`src/rtl/yu_pkg.sv`:
```
// Shared encodings for the multi-cycle Yu Core datapath.
package yu_pkg;

    localparam logic [6:0] OP_LUI    = 7'b0110111;
    localparam logic [6:0] OP_IMM    = 7'b0010011;
    localparam logic [6:0] OP_REG    = 7'b0110011;
    localparam logic [6:0] OP_LOAD   = 7'b0000011;
    localparam logic [6:0] OP_STORE  = 7'b0100011;
    localparam logic [6:0] OP_BRANCH = 7'b1100011;
    localparam logic [6:0] OP_JAL    = 7'b1101111;

    localparam logic [2:0] F3_ADD = 3'b000;
    localparam logic [2:0] F3_SLT = 3'b010;
    localparam logic [2:0] F3_XOR = 3'b100;
    localparam logic [2:0] F3_OR  = 3'b110;
    localparam logic [2:0] F3_AND = 3'b111;
    localparam logic [2:0] F3_W   = 3'b010;
    localparam logic [2:0] F3_BEQ = 3'b000;
    localparam logic [2:0] F3_BNE = 3'b001;

    localparam logic [6:0] F7_BASE = 7'b0000000;
    localparam logic [6:0] F7_SUB  = 7'b0100000;

    typedef enum logic [2:0] {
        ST_FETCH, ST_DECODE, ST_EXECUTE, ST_MEM, ST_WRITEBACK, ST_HALT
    } state_t;

    typedef enum logic [2:0] {
        ALU_ADD, ALU_SUB, ALU_AND, ALU_OR, ALU_XOR, ALU_SLT
    } alu_op_t;

    typedef enum logic [1:0] {
        HC_NONE, HC_ILLEGAL, HC_MIS_FETCH, HC_MIS_LS
    } halt_cause_t;

    // funct3 values that name an implemented register/immediate ALU op
    function automatic logic f3_is_alu(input logic [2:0] f3);
        return (f3 == F3_ADD) || (f3 == F3_SLT) || (f3 == F3_XOR) ||
               (f3 == F3_OR)  || (f3 == F3_AND);
    endfunction

    function automatic alu_op_t alu_op_from_f3(input logic [2:0] f3, input logic sub);
        case (f3)
            F3_ADD:  return sub ? ALU_SUB : ALU_ADD;
            F3_SLT:  return ALU_SLT;
            F3_XOR:  return ALU_XOR;
            F3_OR:   return ALU_OR;
            F3_AND:  return ALU_AND;
            default: return ALU_ADD;
        endcase
    endfunction

endpackage

```
`src/rtl/yu_mc_alu.sv`:
```
// Combinational ALU: arithmetic/logic result plus operand equality flag for branches.
module yu_mc_alu
    import yu_pkg::*;
#(
    parameter int XLEN = 32
) (
    input  logic [XLEN-1:0] i_a,
    input  logic [XLEN-1:0] i_b,
    input  alu_op_t         i_op,
    output logic [XLEN-1:0] o_result,
    output logic            o_eq
);

    // result select; SLT is a signed compare zero-extended to XLEN
    always_comb begin
        o_result = '0;
        case (i_op)
            ALU_ADD: o_result = i_a + i_b;
            ALU_SUB: o_result = i_a - i_b;
            ALU_AND: o_result = i_a & i_b;
            ALU_OR:  o_result = i_a | i_b;
            ALU_XOR: o_result = i_a ^ i_b;
            ALU_SLT: o_result = {{(XLEN-1){1'b0}}, ($signed(i_a) < $signed(i_b))};
            default: o_result = '0;
        endcase
    end

    assign o_eq = (i_a == i_b);

endmodule

```
`src/rtl/multi_cycle_datapath.sv`:
```
// Multi-cycle RV32I-subset core: FSM, PC, register file, IR/A/B/ALU-out latches, shared memory port.
//
// state        | meaning
// ST_FETCH     | request instruction at PC, latch IR on ready
// ST_DECODE    | read rs1/rs2 into A/B, reject illegal encodings
// ST_EXECUTE   | compute ALU-out and next PC, check load/store alignment
// ST_MEM       | load/store data transfer at ALU-out
// ST_WRITEBACK | write rd, update PC, pulse retire
// ST_HALT      | stopped on a fault until reset
module multi_cycle_datapath
    import yu_pkg::*;
#(
    parameter int              XLEN     = 32,
    parameter int              NUM_REGS = 32,
    parameter logic [XLEN-1:0] RESET_PC = '0
) (
    input  logic            clk,
    input  logic            rst,
    output logic            mem_req,
    output logic            mem_we,
    output logic [XLEN-1:0] mem_addr,
    output logic [XLEN-1:0] mem_wdata,
    input  logic            mem_ready,
    input  logic [XLEN-1:0] mem_rdata,
    output logic            retire,
    output logic            halted,
    output logic [1:0]      halt_cause,
    output logic [XLEN-1:0] pc
);

    localparam int RW = $clog2(NUM_REGS);

    state_t          r_state, w_state_nxt;
    halt_cause_t     r_halt_cause, w_cause_nxt;
    logic [XLEN-1:0] r_pc, r_a, r_b, r_alu_out, r_next_pc;
    logic [31:0]     r_ir;
    logic [XLEN-1:0] r_rf [NUM_REGS];

    logic [6:0] w_opcode, w_f7;
    logic [2:0] w_f3;
    logic [4:0] w_rd, w_rs1, w_rs2;

    assign w_opcode = r_ir[6:0];
    assign w_rd     = r_ir[11:7];
    assign w_f3     = r_ir[14:12];
    assign w_rs1    = r_ir[19:15];
    assign w_rs2    = r_ir[24:20];
    assign w_f7     = r_ir[31:25];

    logic [XLEN-1:0] w_imm_i, w_imm_s, w_imm_b, w_imm_j, w_imm_u;
    assign w_imm_i = XLEN'($signed(r_ir[31:20]));
    assign w_imm_s = XLEN'($signed({r_ir[31:25], r_ir[11:7]}));
    assign w_imm_b = XLEN'($signed({r_ir[31], r_ir[7], r_ir[30:25], r_ir[11:8], 1'b0}));
    assign w_imm_j = XLEN'($signed({r_ir[31], r_ir[19:12], r_ir[20], r_ir[30:21], 1'b0}));
    assign w_imm_u = XLEN'($signed({r_ir[31:12], 12'b0}));

    logic            w_legal, w_writes_rd, w_use_rs1, w_use_rs2, w_use_imm;
    logic            w_is_lui, w_is_load, w_is_store, w_is_branch, w_is_jal;
    alu_op_t         w_alu_op;
    logic [XLEN-1:0] w_imm;

    // instruction decode from the latched IR; IR is stable from DECODE to WRITEBACK
    always_comb begin
        w_legal     = 1'b0;
        w_writes_rd = 1'b0;
        w_use_rs1   = 1'b0;
        w_use_rs2   = 1'b0;
        w_use_imm   = 1'b0;
        w_is_lui    = 1'b0;
        w_is_load   = 1'b0;
        w_is_store  = 1'b0;
        w_is_branch = 1'b0;
        w_is_jal    = 1'b0;
        w_alu_op    = ALU_ADD;
        w_imm       = '0;
        case (w_opcode)
            OP_LUI: begin
                w_legal = 1'b1; w_writes_rd = 1'b1; w_is_lui = 1'b1; w_imm = w_imm_u;
            end
            OP_IMM: begin
                w_legal = f3_is_alu(w_f3); w_writes_rd = 1'b1; w_use_rs1 = 1'b1;
                w_use_imm = 1'b1; w_imm = w_imm_i; w_alu_op = alu_op_from_f3(w_f3, 1'b0);
            end
            OP_REG: begin
                w_legal = ((w_f7 == F7_BASE) && f3_is_alu(w_f3)) ||
                          ((w_f7 == F7_SUB) && (w_f3 == F3_ADD));
                w_writes_rd = 1'b1; w_use_rs1 = 1'b1; w_use_rs2 = 1'b1;
                w_alu_op = alu_op_from_f3(w_f3, w_f7 == F7_SUB);
            end
            OP_LOAD: begin
                w_legal = (w_f3 == F3_W); w_writes_rd = 1'b1; w_use_rs1 = 1'b1;
                w_use_imm = 1'b1; w_imm = w_imm_i; w_is_load = 1'b1;
            end
            OP_STORE: begin
                w_legal = (w_f3 == F3_W); w_use_rs1 = 1'b1; w_use_rs2 = 1'b1;
                w_use_imm = 1'b1; w_imm = w_imm_s; w_is_store = 1'b1;
            end
            OP_BRANCH: begin
                w_legal = (w_f3 == F3_BEQ) || (w_f3 == F3_BNE);
                w_use_rs1 = 1'b1; w_use_rs2 = 1'b1; w_imm = w_imm_b;
                w_alu_op = ALU_SUB; w_is_branch = 1'b1;
            end
            OP_JAL: begin
                w_legal = 1'b1; w_writes_rd = 1'b1; w_imm = w_imm_j; w_is_jal = 1'b1;
            end
            default: ;
        endcase
    end

    function automatic logic reg_ok(input logic [4:0] idx);
        return 32'(idx) < NUM_REGS;
    endfunction

    // only fields the instruction actually uses are range-checked (matters for RV32E)
    logic w_regs_ok;
    assign w_regs_ok = (!w_writes_rd || reg_ok(w_rd)) &&
                       (!w_use_rs1   || reg_ok(w_rs1)) &&
                       (!w_use_rs2   || reg_ok(w_rs2));

    logic [XLEN-1:0] w_rs1_val, w_rs2_val;
    assign w_rs1_val = (w_rs1 == 5'd0) ? '0 : r_rf[w_rs1[RW-1:0]];
    assign w_rs2_val = (w_rs2 == 5'd0) ? '0 : r_rf[w_rs2[RW-1:0]];

    logic [XLEN-1:0] w_alu_res;
    logic            w_eq;

    yu_mc_alu #(.XLEN(XLEN)) u_alu (
        .i_a      (r_a),
        .i_b      (w_use_imm ? w_imm : r_b),
        .i_op     (w_alu_op),
        .o_result (w_alu_res),
        .o_eq     (w_eq)
    );

    logic            w_taken, w_ls_misaligned;
    logic [XLEN-1:0] w_pc_plus4, w_pc_imm;
    assign w_taken         = (w_f3 == F3_BNE) ? !w_eq : w_eq;
    assign w_ls_misaligned = (w_alu_res[1:0] != 2'b00);
    assign w_pc_plus4      = r_pc + XLEN'(4);
    assign w_pc_imm        = r_pc + w_imm;

    // next-state and halt-cause selection
    always_comb begin
        w_state_nxt = r_state;
        w_cause_nxt = HC_NONE;
        case (r_state)
            ST_FETCH: begin
                if (r_pc[1:0] != 2'b00) begin
                    w_state_nxt = ST_HALT;
                    w_cause_nxt = HC_MIS_FETCH;
                end else if (mem_ready) begin
                    w_state_nxt = ST_DECODE;
                end
            end
            ST_DECODE: begin
                if (!(w_legal && w_regs_ok)) begin
                    w_state_nxt = ST_HALT;
                    w_cause_nxt = HC_ILLEGAL;
                end else begin
                    w_state_nxt = ST_EXECUTE;
                end
            end
            ST_EXECUTE: begin
                if (w_is_load || w_is_store) begin
                    if (w_ls_misaligned) begin
                        w_state_nxt = ST_HALT;
                        w_cause_nxt = HC_MIS_LS;
                    end else begin
                        w_state_nxt = ST_MEM;
                    end
                end else begin
                    w_state_nxt = ST_WRITEBACK;
                end
            end
            ST_MEM:       if (mem_ready) w_state_nxt = ST_WRITEBACK;
            ST_WRITEBACK: w_state_nxt = ST_FETCH;
            default:      w_state_nxt = ST_HALT;
        endcase
    end

    // state register
    always_ff @(posedge clk) begin
        if (rst) r_state <= ST_FETCH;
        else     r_state <= w_state_nxt;
    end

    // datapath latches, register file and PC
    always_ff @(posedge clk) begin
        if (rst) begin
            r_pc         <= RESET_PC;
            r_ir         <= '0;
            r_a          <= '0;
            r_b          <= '0;
            r_alu_out    <= '0;
            r_next_pc    <= '0;
            r_halt_cause <= HC_NONE;
            for (int i = 0; i < NUM_REGS; i++) r_rf[i] <= '0;
        end else begin
            case (r_state)
                ST_FETCH: if (mem_ready && r_pc[1:0] == 2'b00) r_ir <= mem_rdata[31:0];
                ST_DECODE: begin
                    r_a <= w_rs1_val;
                    r_b <= w_rs2_val;
                end
                ST_EXECUTE: begin
                    r_alu_out <= w_is_lui ? w_imm : (w_is_jal ? w_pc_plus4 : w_alu_res);
                    r_next_pc <= (w_is_jal || (w_is_branch && w_taken)) ? w_pc_imm : w_pc_plus4;
                end
                ST_MEM: if (mem_ready && w_is_load) r_alu_out <= XLEN'($signed(mem_rdata[31:0]));
                ST_WRITEBACK: begin
                    if (w_writes_rd && w_rd != 5'd0) r_rf[w_rd[RW-1:0]] <= r_alu_out;
                    r_pc <= r_next_pc;
                end
                default: ;
            endcase
            if (r_state != ST_HALT && w_state_nxt == ST_HALT) r_halt_cause <= w_cause_nxt;
        end
    end

    // a misaligned PC never raises a request; reset forces the strobes low
    assign mem_req    = !rst && (((r_state == ST_FETCH) && (r_pc[1:0] == 2'b00)) || (r_state == ST_MEM));
    assign mem_we     = !rst && (r_state == ST_MEM) && w_is_store;
    assign mem_addr   = (r_state == ST_MEM) ? r_alu_out : r_pc;
    assign mem_wdata  = r_b;
    assign retire     = !rst && (r_state == ST_WRITEBACK);
    assign halted     = (r_state == ST_HALT);
    assign halt_cause = r_halt_cause;
    assign pc         = r_pc;

endmodule

```
`config.mk`:
```
export PLATFORM = sky130hd
export DESIGN_NAME = multi_cycle_datapath
export DESIGN_NICKNAME = d
export VERILOG_FILES = /design/src/rtl/yu_pkg.sv /design/src/rtl/yu_mc_alu.sv /design/src/rtl/multi_cycle_datapath.sv
export SDC_FILE = /design/constraint.sdc
export NUM_CORES = 2
export LEC_CHECK = 0
export BUFFER_PORTS_ARGS = -buffer_cell sky130_fd_sc_hd__buf_2
export CAP_MARGIN = 30
export CORE_MARGIN = 2
export CORE_UTILIZATION = 43
export CTS_CLUSTER_DIAMETER = 30
export DETAILED_ROUTE_END_ITERATION = 8
export GPL_TIMING_DRIVEN = 0
export PLACE_DENSITY = 0.68
export SKIP_CTS_REPAIR_TIMING = 1
export SYNTH_ARGS = -nofsm -noshare
export SYNTH_HDL_FRONTEND = slang
export SYNTH_SLANG_ARGS = --single-unit
export TNS_END_PERCENT = 10
```
`constraint.sdc`:
```
create_clock -name clk -period 6.7 [get_ports clk]
set_input_delay 0.67 -clock clk [delete_from_list [all_inputs] [get_ports clk]]
set_output_delay 0.67 -clock clk [all_outputs]
set_load 0.01 [all_outputs]
```
==> impl_metrics.toml <==
[outcome]
outcome = "completed"

[logic_synthesis]
synth_edf_count = 1024
yosysWarnings = 0
yosys_register_bits = 1231
avgSynthCellArea_um2 = 12.7
synthFlopType = "edfxtp_1"
netlist_area_um2 = 70900
yosysSeqAreaShare_pct = 49.2
synth-async-reset-ratio_pct = 0
synth_cells = 5563
synth_cell_types = 107

[grt]
grt_max_degree = 32
grt_pass1_vias = 53600
antenna_found_initial = 15
gr-usage-met3_pct = 8.61
grt_pass1_wl_um = 389000
busiest_layer = "met2"
met1_usage_pct = 40.0
overflow = 0
grt_use_met2_pct = 52.1
grt.total_usage_pct = 32.5

[detailed_routing]
wire_per_inst_um = 32.6
detail_route.wirelength_um = 277000
drtIter0Drc = 8050
drc_errors = 0
firstDrtPassIters = 6
via_per_inst = 6.34
antenna_left = 0
num_vias = 53800

[placement]
dpl.hpwl_um = 214000
gp_congestion = 1.02
place_ws_ns = -0.696
io_buffers = 135

[power_and_ir_drop]
p_leak_nw = 30.9
ir_worst_vdd_uv = 272
power_density_nw_per_um2 = 299
power_w = 0.0256

[timing]
slew_violations = 0
skew_ns = 0.0836
setup_ws_ns = 0.123
worst_pin_slew_ns = 1.16
setup_viol = 0
relSlewSlack_pct = 22.6
finalCritPeriodShare_pct = 98.2
tns_ns = 0
fmax_mhz = 152
finalHoldWorstSlack_ns = 0.110
finalHoldViolations = 0
rsz0062_at_grt = "false"
finalCriticalPeriod_ns = 6.58

[min_path]
hold_path.class = "in -> reg"
min_from = "mem_rdata[1]"
min_path_cells = 3
hold_path_end = "r_ir[1]$_SDFFE_PP0P_"

[floorplan]
die_area_um2 = 168000
pin_count = 137
die-width_um = 410
coreArea_um2 = 163000
initial_core_util_pct = 43.4
die_y_um = 410
rows = 148

[clocking]
clkSinkCount = 1231
clk_latency_ns = 0.90
cts.reportedPaths.clkPinSlew_ns = 0.05
root_buffer = "clkbuf_16"
htreeDepth = 5
clock_path_buffers = 4
cts_tree = "yes"
numCtsBuffers = 289

[setup_path]
timing.rr.end = "r_next_pc[17]$_SDFFE_PP0P_"
crit_path_max_fanout = 10
rr_startpoint = "r_ir[3]$_SDFFE_PP0P_"
crit_required_ns = 7.36
cp-end-kind = "flop"
rrSetupSlack_ns = 0.12
worstPathArrival_ns = 7.24
startpoint_type = "flop"
worst-setup-path-type = "reg -> reg"
ff2ff_path_depth = 23

[flow_run]
cap_violations = 0

[final_layout]
layout.nets = 6254
drive_gt1_share_pct = 23.8
syn_to_final_growth_pct = 20.8
[logic make-up after synthesis]
logic type,after synthesis,synth area share (%)
buffers and inverters,622,3.57
other,1,0.00529
AOI/OAI and AO/OA,791,7.19
and+or+nand+nor,2004,15.4
muxes,720,21.5
xor gates and xnor gates,62,0.766
adders and majority gates,132,2.36
DFF,1231,49.2
[registers in the layout, indices dropped and copies added, names as in the netlist, named ones only]
register,count
r_state,3
r_rf,1024
r_alu_out,32
r_next_pc,32
pc,32
r_a,32
r_ir,32
halt_cause,2
mem_wdata,32
[area by class of cell]
cell class | instances | area (µm²)
Fill cell | 13500 | 77500
Sequential cell | 1231 | 34900
Tap cell | 2175 | 2720
Buffer | 513 | 2120
Clock inverter | 157 | 1890
Multi-Input combinational cell | 3741 | 33900
Antenna cell | 15 | 37.5
Timing Repair Buffer | 203 | 1930
Inverter | 108 | 405
Clock buffer | 344 | 7690
[per-layer routing]
| layer | vias to the layer above | routed length [µm] |
|---|---|---|
| li1 | 22100 | - |
| met5 | - | 27 |
| met3 | 893 | 32400 |
| met2 | 3866 | 128000 |
| met1 | 27000 | 97700 |
| met4 | 4 | 18500 |
[layout by cell type (no fill, tap or decap), drive strengths merged, types with 13 or more instances in the layout]
cell      netlist  routed
bufinv          0      38
o211ai         40      40
xor2           31      31
a221oi         19      19
a31oi          16      16
a21o           39      39
xnor2          31      31
nor3           61      61
mux2i          78      78
o21a           36      36
mux4          640     640
nand4          16      16
ha            129     129
o21bai         16      16
or3            13      13
a21oi         297     297
and2         1012    1012
nor2b          14      14
a211oi         36      36
nor2          332     332
inv           108     116
edfxtp       1024    1024
and3           24      24
nand3          58      58
buf           141     344
nor4           22      22
o21ai         153     153
nand2         388     388
o31ai          15      15
diode           0      15
clkinv          0      92
clkbuf        373     716
conb            1      32
dfxtp         207     207
clkinvlp        0      19
[cell usage after synthesis (11+ instances only)]
cell | n | area share (%)
xnor2_1 | 31 | 0.38
dfxtp_1 | 207 | 5.8
mux2i_1 | 78 | 1.1
nand2_1 | 387 | 2.1
nor3_1 | 57 | 0.40
o21ai_0 | 144 | 1.0
nor4_1 | 17 | 0.15
edfxtp_1 | 1024 | 43
and2_1 | 1012 | 8.9
or3_1 | 12 | 0.11
buf_2 | 82 | 0.58
a221oi_1 | 17 | 0.21
nor2b_1 | 13 | 0.11
clkbuf_1 | 347 | 1.8
and3_1 | 24 | 0.21
a31oi_1 | 14 | 0.12
inv_1 | 108 | 0.57
nand2b_1 | 12 | 0.11
clkbuf_2 | 26 | 0.18
nand4_1 | 16 | 0.14
o2111ai_1 | 11 | 0.14
mux4_2 | 640 | 20
xor2_1 | 31 | 0.38
o31ai_1 | 15 | 0.16
buf_1 | 49 | 0.26
o211ai_1 | 38 | 0.40
ha_1 | 129 | 2.3
a21o_1 | 39 | 0.41
a211oi_1 | 35 | 0.37
a21oi_1 | 295 | 2.1
o21a_1 | 36 | 0.38
o21bai_1 | 16 | 0.17
nand3_1 | 54 | 0.38
nor2_1 | 319 | 1.7
[worst max path at each step]
stage	from	endpoint	slack (ns)
floorplan	r_ir[3]$_SDFFE_PP0P_	r_rf[20][0]$_SDFFCE_PN0P_	2.13
global placement	r_ir[5]$_SDFFE_PP0P_	r_rf[13][21]$_SDFFCE_PN0P_	-1.27
detailed placement	r_ir[4]$_SDFFE_PP0P_	r_next_pc[22]$_SDFFE_PP0P_	-0.70
CTS	r_ir[4]$_SDFFE_PP0P_	r_next_pc[22]$_SDFFE_PP0P_	-0.73
global route	r_ir[3]$_SDFFE_PP0P_	r_next_pc[28]$_SDFFE_PP0P_	0.16
finish	r_ir[3]$_SDFFE_PP0P_	r_next_pc[17]$_SDFFE_PP0P_	0.12
[where the power goes]
| group | switching (W) | total [W] | internal (W) |
|---|---|---|---|
| registers | 0.000195 | 0.00875 | 0.00856 |
| logic | 0.00172 | 0.00286 | 0.00114 |
| clock network | 0.00442 | 0.0140 | 0.00957 |
[through the flow]
| stage | utilization, % | instance area (µm²) | cells |
|---|---|---|---|
| floorplan | - | 71000 | 5594 |
| global placement | 45.6 | 74400 | 7904 |
| detailed placement | 46.5 | 75900 | 7968 |
| CTS | 52.4 | 85500 | 8469 |
| global route | 52.5 | 85600 | 8472 |
| finish | 52.5 | 85600 | 8487 |
[critical path: stages, from the launching register on]
cell      delay [ns]
dfxtp_1         0.51
and4bb_1        0.27
buf_4           0.18
nand2b_1        0.07
buf_2           0.20
a21o_1          0.10
buf_2           0.30
nand3_2         0.32
nand2_1         0.40
nand3_1         0.27
buf_2           0.28
o21a_1          0.15
inv_1           0.08
ha_1            0.30
or4b_1          0.56
nor3_2          0.40
nand4_1         0.16
nor2_1          0.22
xor2_1          0.16
o21ai_4         0.48
buf_2           0.48
nor2_1          0.07
a211oi_1        0.32
nor3_1          0.09
Power figures use the tool's default switching activity.
